**config.mk**
```make
export PLATFORM = sky130hd
export DESIGN_NAME = ikbd_serial_tx
export DESIGN_NICKNAME = d
export VERILOG_FILES = /design/src/rtl/ikbd_pkg.sv /design/src/rtl/byte_fifo.sv /design/src/rtl/ikbd_serial_tx.sv
export SDC_FILE = /design/constraint.sdc
export NUM_CORES = 1
export LEC_CHECK = 0
export ABC_AREA = 1
export ABC_CLOCK_PERIOD_IN_PS = 5200
export CAP_MARGIN = 10
export CORE_MARGIN = 2
export CORE_UTILIZATION = 46
export CTS_CLUSTER_DIAMETER = 40
export DETAILED_ROUTE_END_ITERATION = 16
export PLACE_DENSITY = 0.69
export SLEW_MARGIN = 30
export SYNTH_ARGS = -nofsm -noshare
export SYNTH_HDL_FRONTEND = slang
export SYNTH_SLANG_ARGS = --single-unit
```
**constraint.sdc**
```tcl
create_clock -name clk -period 5.2 [get_ports clk]
set_input_delay 0.78 -clock clk [delete_from_list [all_inputs] [get_ports clk]]
set_output_delay 0.78 -clock clk [all_outputs]
set_load 0.01 [all_outputs]
```
**src/rtl/ikbd_pkg.sv**
```systemverilog
`default_nettype none
// ==========================================================================
// ikbd_pkg : shared FSM state type and bit-rate dividers for ikbd_serial_tx
// rev 1.0
// ==========================================================================
package ikbd_pkg;

  typedef enum logic [1:0] {
    IDLE  = 2'd0,
    START = 2'd1,
    DATA  = 2'd2,
    STOP  = 2'd3
  } tx_state_t;

  localparam int DIV_IKBD = 4096;  // 7812.5 bps at 32 MHz
  localparam int DIV_MIDI = 1024;  // 31250 bps at 32 MHz

endpackage
`default_nettype wire

```
**src/rtl/byte_fifo.sv**
```systemverilog
`default_nettype none
// ==========================================================================
// byte_fifo : single-clock byte FIFO, head entry readable combinationally
// rev 1.0
// ==========================================================================
module byte_fifo
  import ikbd_pkg::*;
#(
  parameter int DEPTH = 16
) (
  input  logic                   clk,
  input  logic                   reset,
  input  logic                   wr_en,
  input  logic [7:0]             wr_data,
  input  logic                   rd_en,
  output logic [7:0]             rd_data,
  output logic [$clog2(DEPTH):0] count,
  output logic                   full,
  output logic                   empty
);

  localparam int AW = $clog2(DEPTH);

  logic [7:0]    mem [DEPTH];
  logic [AW-1:0] wr_ptr;
  logic [AW-1:0] rd_ptr;
  logic          do_wr;
  logic          do_rd;

  assign full    = (count == (AW+1)'(DEPTH));
  assign empty   = (count == '0);
  assign do_wr   = wr_en && !full;
  assign do_rd   = rd_en && !empty;
  assign rd_data = mem[rd_ptr];

  always_ff @(posedge clk) begin
    if (do_wr) mem[wr_ptr] <= wr_data;
  end

  // Pointers wrap naturally because DEPTH is a power of two.
  always_ff @(posedge clk) begin
    if (reset) begin
      wr_ptr <= '0;
      rd_ptr <= '0;
      count  <= '0;
    end else begin
      if (do_wr) wr_ptr <= wr_ptr + 1'b1;
      if (do_rd) rd_ptr <= rd_ptr + 1'b1;
      case ({do_wr, do_rd})
        2'b10:   count <= count + 1'b1;
        2'b01:   count <= count - 1'b1;
        default: count <= count;
      endcase
    end
  end

endmodule
`default_nettype wire

```
**src/rtl/ikbd_serial_tx.sv**
```systemverilog
`default_nettype none
// ==========================================================================
// ikbd_serial_tx : buffered byte-to-8N1 serializer feeding the ACIA rx pin
// rev 1.0
// ==========================================================================
module ikbd_serial_tx
  import ikbd_pkg::*;
#(
  parameter int CLK_DIV    = DIV_IKBD,
  parameter int FIFO_DEPTH = 16
) (
  input  logic       clk,
  input  logic       reset,
  input  logic [7:0] in_data,
  input  logic       in_strobe,
  output logic       full,
  output logic       busy,
  output logic       overflow,
  output logic       tx
);

  localparam logic [15:0] BIT_RELOAD = 16'(CLK_DIV - 1);
  localparam int          CW         = $clog2(FIFO_DEPTH) + 1;

  tx_state_t     state;
  logic [15:0]   timer;
  logic [7:0]    shift;
  logic [2:0]    bit_idx;
  logic [7:0]    head;
  logic [CW-1:0] count;
  logic          empty;
  logic          stop_end;
  logic          pop;
  logic          bypass;

  assign stop_end = (state == STOP) && (timer == '0);
  assign pop      = !empty && ((state == IDLE) || stop_end);
  // A byte arriving on the very edge that ends STOP goes straight into the
  // shift register so the next frame still starts without an idle gap.
  assign bypass   = stop_end && empty && in_strobe;
  assign busy     = (state != IDLE) || (count != '0);

  byte_fifo #(
    .DEPTH(FIFO_DEPTH)
  ) u_fifo (
    .clk    (clk),
    .reset  (reset),
    .wr_en  (in_strobe && !bypass),
    .wr_data(in_data),
    .rd_en  (pop),
    .rd_data(head),
    .count  (count),
    .full   (full),
    .empty  (empty)
  );

  always_ff @(posedge clk) begin
    if (reset) begin
      state    <= IDLE;
      timer    <= '0;
      shift    <= '0;
      bit_idx  <= '0;
      tx       <= 1'b1;
      overflow <= 1'b0;
    end else begin
      if (in_strobe && full) overflow <= 1'b1;
      case (state)
        IDLE: begin
          tx <= 1'b1;
          if (pop) begin
            shift <= head;
            timer <= BIT_RELOAD;
            tx    <= 1'b0;
            state <= START;
          end
        end
        START: begin
          if (timer == '0) begin
            timer   <= BIT_RELOAD;
            tx      <= shift[0];
            bit_idx <= '0;
            state   <= DATA;
          end else begin
            timer <= timer - 1'b1;
          end
        end
        DATA: begin
          if (timer == '0) begin
            timer <= BIT_RELOAD;
            if (bit_idx == 3'd7) begin
              tx    <= 1'b1;
              state <= STOP;
            end else begin
              shift   <= {1'b0, shift[7:1]};
              tx      <= shift[1];
              bit_idx <= bit_idx + 1'b1;
            end
          end else begin
            timer <= timer - 1'b1;
          end
        end
        STOP: begin
          if (timer != '0) begin
            timer <= timer - 1'b1;
          end else if (pop || bypass) begin
            shift <= bypass ? in_data : head;
            timer <= BIT_RELOAD;
            tx    <= 1'b0;
            state <= START;
          end else begin
            state <= IDLE;
          end
        end
        default: begin
          tx    <= 1'b1;
          state <= IDLE;
        end
      endcase
    end
  end

endmodule
`default_nettype wire

```
==> results of run 1 <==
==> Yosys cell counts (all sizes together), types with 6 or more instances <==
library cell	instances	area, µm²
a211oi	6	45.04
a21oi	39	232.7
buf	10	61.30
clkbuf	25	93.84
dfxtp	48	960.9
edfxtp	128	3844
ha	17	212.7
inv	122	457.9
nand2	325	1250
nand3	123	625.6
nand3b	9	71.32
nor2	77	344.1
o21ai	27	135.1
xor2	6	52.55
==> routing by layer <==
metal	global-route usage [%]	vias to the layer above
met5	0	-
met4	6.842	0
met3	4.233	31
met2	32.66	160
met1	26.38	2953
li1	-	3167
==> cells by family after synthesis <==
kind of cell	Yosys count
simple gates	540
flops	176
buf+inv	158
compound gates	75
fa+ha+maj	17
xor+xnor	7
==> per-stage QoR <==
step,hold WS [ns],setup WS [ns],cells,utilization [%],area (µm²)
3_3_place_gp,0.4485,1.921,1187,48.70,8778
2_1_floorplan,0.4416,2.692,973,-,8461
4_1_cts,0.4679,2.286,1219,52.01,9374
5_1_grt,0.4877,1.739,1219,52.01,9375
3_5_place_dp,0.4572,1.869,1187,48.70,8778
6_report,0.4639,2.134,1219,52.01,9375
==> state kept, by name, summed over array words and instances (netlist names), named ones only <==
name and cells:
bit_idx 3, overflow 1, shift 8, state 2
timer 16, tx 1, u_fifo.count 5, u_fifo.mem 128
u_fifo.rd_ptr 4, u_fifo.wr_ptr 4
==> tightest hold or removal path, delay by kind of cell, from the launching register on <==
family / cells / cell delay [ns]
DFF: 1 / 0.33
and+or+nand+nor: 2 / 0.10
==> power by group <==
group	internal (mW)	switching [mW]	total [mW]
clock network	0.683	0.577	1.26
logic	0.547	1.18	1.72
registers	1.64	0.108	1.75
total	2.87	1.86	4.73
==> worst paths after layout <==
kind                            to  slack, ns  cells past startpoint
max          shift[2]$_SDFFE_PP0P_       2.13                     14
min                tx$_SDFFE_PP1P_       0.46                      2
max reg2reg  shift[2]$_SDFFE_PP0P_       2.13                     14
min reg2reg        tx$_SDFFE_PP1P_       0.46                      2
==> final cells by class <==
type,count,share of cell area [%]
Sequential cell,176,51.26
Tap cell,229,3.056
Clock inverter,15,1.815
Timing Repair Buffer,20,1.975
Inverter,123,4.951
Clock buffer,17,4.538
Multi-Input combinational cell,639,32.40
==> reports/metrics.yaml, run 1 <==
synth_warnings: 0
slowest_delay_ns: 0.87
place.gp.congestion: 0.8758
synth_cells: 973
finalWirelength_um: 18620
numClockSinks: 176
pin_count: 15
vias: 6311
path_buf_inv: 3
power.leakage_nw: 3.995
crit_path_frequent_cell: "nand2_1"
grt_max_degree: 68
maxCapViolCount: 0
grt_setup_unrepaired: "false"
synth_fa_ha_area_share_pct: 2.514
synth_edf_count: 128
worstHoldStart: "tx$_SDFFE_PP1P_"
multi_input_area_mm2: 0.003038
die_h_um: 139.6
final-seq-area_mm2: 0.004806
grt_pass1_vias: 6020
dieArea_mm2: 0.01949
coreArea_mm2: 0.01802
grt_use_total_pct: 19.89
start_util_pct: 46.94
cts-buffers-inserted: 17
num_antenna_cells: 0
htreeDepth: 4
clk_latency_ns: 0.43
synth_top_family_by_area: "simple AND/OR/NAND/NOR gates"
worstMarginPinSlew_ns: 0.9031
nets: 1005
topRoutingLayerUsed: "met4"
worstSetupEndpointType: "flip-flop"
grt_pass1_wl_um: 30270
synth-seq-area-share_pct: 56.79
crit_type: "flip-flop to flip-flop"
async_flop_share_pct: 0
drtPass1Iterations: 8
drtIter0Drc: 595
nFillCells: 1693
cts_tree: "yes"
cp_slowest_cell: "clkinv_2"
antenna_found_initial: 0
final_max_slew_viol_count: 0
cts_setup_buffers: 0
dp_hpwl_um: 12340
synth_mux_area_share_pct: 0
synth_area_per_cell_um2: 8.695
dieWidth_um: 139.6
ant_nets: 0
clk_pin_slew_ns: 0.07
crit_chain: "buf_4 > clkinv_2 > nand2_1 > nand2_1 > nand2_1 > nand3_1 > nand3_1 > nand2_1 > nand2_1 > nand2_1 > nor2_1 > nand2_1 > nand2_1 > inv_1"
layout_min_cycle_time_ns: 3.066
clock_path_buffers: 2
clock_skew_ns: 0.008920
cp-start-kind: "flip-flop"
synth_xor_area_share_pct: 0.7246
synth_compound_gate_area_share_pct: 5.161
setup_viol_count_final: 0
drcViolationCount: 0
hp-class: "flip-flop to flip-flop"
layout_commonest_cell: "nand2_1"
route.met2.wl_um: 8846
relSlewSlack_pct: 39.60
drive_gt1_share_pct: 7.677
wl_per_cell_um: 15.28
syn_area_mm2: 0.008461
synth-simple-area-share_pct: 27.51
cp.arrival_ns: 3.39
wirelength_met1_um: 8257
cts_hold_buf: 0
vias_per_cell: 5.177
crit_fanout: 67
tns_ns: 0
yosysUniqueCellTypes: 34
most-common-layout-cells: "317 x nand2_1, 128 x edfxtp_1, 121 x nand3_1"
pwr_density_cell_mw_per_mm2: 505.0
route.met3.wl_um: 1105
finalHoldViolations: 0
fin_crit_sh_pct: 58.97
fin_total_pwr_mw: 4.734
syn_nets: 1001
ys_ff_latch: 176
ys.flop_type: "edfxtp_1"
ir_drop_v: 0.0003670
core.rowCount: 49
cts_resized: 0
area_delta_synth_final_pct: 10.81
outcome: "finished clean"
max_freq_mhz: 326.1
cp_top_family: "buffers and inverters"
portBuffers: 14
grt.overflow.total: 0
root_buffer: "clkbuf_16"
critical_path_required_ns: 5.52
(Power assumes the default switching activity.)
==> inputs of run 2 (changes only) <==
- ABC_CLOCK_PERIOD_IN_PS: 5200 -> 2900
- clock period: 5.2 -> 2.9 ns (I/O delays scaled with it)
==> run 2 against run 1 <==
Against the previous run: clock power up 75%; total power up 81%; combinational power up 88%.
==> reports/metrics.yaml, run 2 (synthesis gave the netlist of run 1 again) <==
area_delta_synth_final_pct: 13.27
drcViolationCount: 0  # unchanged
num_antenna_cells: 0  # unchanged
clock_skew_ns: 0.01118  # +0.002256 ns
maxCapViolCount: 0  # unchanged
clk_latency_ns: 0.43  # about the same
layout_commonest_cell: "nand2_1"
pwr_density_cell_mw_per_mm2: 893.2  # +77%
drtIter0Drc: 570  # -4.2%
root_buffer: "clkbuf_16"
crit_start: "timer[1]$_SDFFE_PP0P_"
power.leakage_nw: 4.133  # +3.5%
cts_tree: "yes"
most-common-layout-cells: "317 x nand2_1, 128 x edfxtp_1, 121 x nand3_1"
hp-class: "flip-flop to flip-flop"
max_freq_mhz: 381.0  # +17%
largestRegisters: "u_fifo.mem: 128 flops, timer: 16 flops, shift: 8 flops"
crit_path_frequent_cell: "nand2_1"
cts_hold_buf: 0  # unchanged
finalWirelength_um: 19940  # +7.1%
start_util_pct: 46.94  # unchanged
dp_slack_ns: 0.1742  # -1.695 ns
cp.arrival_ns: 2.99  # -0.40 ns
pin_count: 15  # unchanged
coreArea_mm2: 0.01802  # unchanged
fin_ws_ns: 0.2752  # -1.859 ns
crit_fanout: 5  # -93%
grt.overflow.total: 0  # unchanged
die_h_um: 139.6  # unchanged
core.rowCount: 49  # unchanged
nets: 1032  # +2.7%
drive_gt1_share_pct: 10.52  # +2.8 points
clockPowerShare_pct: 25.7  # -0.9 points
worstHoldStart: "tx$_SDFFE_PP1P_"
drtPass1Iterations: 8  # unchanged
layout_min_cycle_time_ns: 2.625  # -0.4415 ns
clk_pin_slew_ns: 0.07  # about the same
clock_path_buffers: 2  # unchanged
vias: 6488  # +2.8%
place.gp.congestion: 0.8595  # -1.9%
worstMarginPinSlew_ns: 0.7145  # -0.1886 ns
cts-buffers-inserted: 17  # unchanged
cp_slowest_cell: "dfxtp_1"
p_comb_share_pct: 37.7  # +1.3 points
setup_viol_count_final: 0  # unchanged
internal_power_mw: 5.120  # +78%
crit_type: "flip-flop to flip-flop"
worstSetupEndpointType: "flip-flop"
grt_pass1_wl_um: 31720  # +4.8%
p_switching_mw: 3.439  # +85%
crit_chain: "inv_1 > ha_2 > nand3_1 > nor2_1 > nand2_2 > clkinv_2 > nand3_2 > nand3b_2 > ha_4 > xor2_2 > ha_1 > inv_1 > nand2_1 > nand2_1 > nand2_1 > a21oi_1 > xor2_1 > nand2_1 > a21oi_1"
grt_pass1_vias: 6061  # +0.68%
numClockSinks: 176  # unchanged
timing.hold.ws_ns: 0.4685  # +0.004602 ns
ir_drop_v: 0.0007090  # +93%
regMostFlops: "u_fifo.mem"
dp_hpwl_um: 13270  # +7.6%
grt_max_degree: 67  # -1.5%
finalHoldViolations: 0  # unchanged
final_max_slew_viol_count: 0  # unchanged
outcome: "finished clean"
pwr-share-seq_pct: 36.6  # -0.4 points
ant_nets: 0  # unchanged
cp-start-kind: "flip-flop"
dieWidth_um: 139.6  # unchanged
largest_register_ffs: 128  # unchanged
antenna_found_initial: 0  # unchanged
cts_setup_buffers: 0  # unchanged
vias_per_cell: 5.207  # +0.58%
critical_path_required_ns: 3.26  # -2.26 ns
dieArea_mm2: 0.01949  # unchanged
fin_util_pct: 53.17  # +1.2 points
grt_use_total_pct: 21.13  # +1.2 points
slowest_delay_ns: 0.32  # -0.55 ns
swShare_pct: 40.18  # +0.89 points
htreeDepth: 4  # unchanged
relSlewSlack_pct: 52.36  # +13 points
wl_per_cell_um: 16.00  # +4.8%
r2r-start: "timer[1]$_SDFFE_PP0P_"
portBuffers: 14  # unchanged
fin_crit_sh_pct: 90.51  # +32 points
[run 2: changes by cell type in the layout (fill, tap and decap cells not counted), moves of 2 or more]
| cell | delta |
|---|---|
| inv_1 | -2 |
| ha_1 | -2 |
| clkinvlp_4 | -2 |
| inv_2 | +3 |
| buf_4 | +26 |
[run 2: power by group through the flow]
stage | combinational [mW] | clock, mW | sequential (mW)
6_report | 3.23 | 2.20 | 3.13
5_1_grt | 3.64 | 2.36 | 3.16
4_1_cts | 3.19 | 2.24 | 3.13
3_5_place_dp | 3.17 | 0 | 3.18
3_3_place_gp | 3.12 | 0 | 3.17
2_1_floorplan | 2.39 | 0 | 3.15
[run 2: per-stage QoR]
stage	area, µm²	power (mW)	instances	setup TNS (ns)
after floorplan	8461	5.533	973	0
after global placement	8994	6.291	1214	0
after detailed placement	8994	6.352	1214	0
after CTS	9560	8.556	1246	0
after global routing	9583	9.154	1246	-0.01089
final	9583	8.559	1246	0
[run 2: final cells by class]
| type | count | area, µm² |
|---|---|---|
| Fill cell | 1673 | 8442 |
| Inverter | 123 | 462.9 |
| Sequential cell | 176 | 4806 |
| Clock buffer | 17 | 425.4 |
| Multi-Input combinational cell | 639 | 3060 |
| Clock inverter | 15 | 141.4 |
| Timing Repair Buffer | 47 | 400.4 |
| Tap cell | 229 | 286.5 |
[run 2: worst max-delay path, delay by kind of cell (launching register included)]
kind	cells	cell delay, ns
DFF	1	0.32
AOI/OAI and AO/OA	2	0.25
adders and majority gates	3	0.60
buffers and inverters	3	0.28
xor gates and xnor gates	2	0.23
and+or+nand+nor	9	0.86
[run 2: metal layers]
| metal | vias to the layer above | global-route usage [%] | wire length, µm |
|---|---|---|---|
| met1 | 3042 | 28.55 | 8641 |
| met4 | 0 | 8.632 | 538 |
| met2 | 184 | 33.23 | 9532 |
| met3 | 40 | 4.749 | 1225 |
| met5 | - | 0 | 0 |
| li1 | 3222 | - | - |
[run 2: worst paths after layout]
kind,to,slack [ns],cells after the start
setup / recovery,u_fifo.count[4]$_SDFFE_PP0P_,0.28,19
hold reg to reg,tx$_SDFFE_PP1P_,0.47,2
setup reg to reg,u_fifo.count[4]$_SDFFE_PP0P_,0.28,19
hold / removal,tx$_SDFFE_PP1P_,0.47,2
[run 2: what timing repair did]
| item | 4_1_cts | 5_1_grt |
|---|---|---|
| gates resized for setup | 0 | 6 |
| hold endpoints to repair | 0 | 0 |
| endpoints found under the setup margin | 0 | 3 |
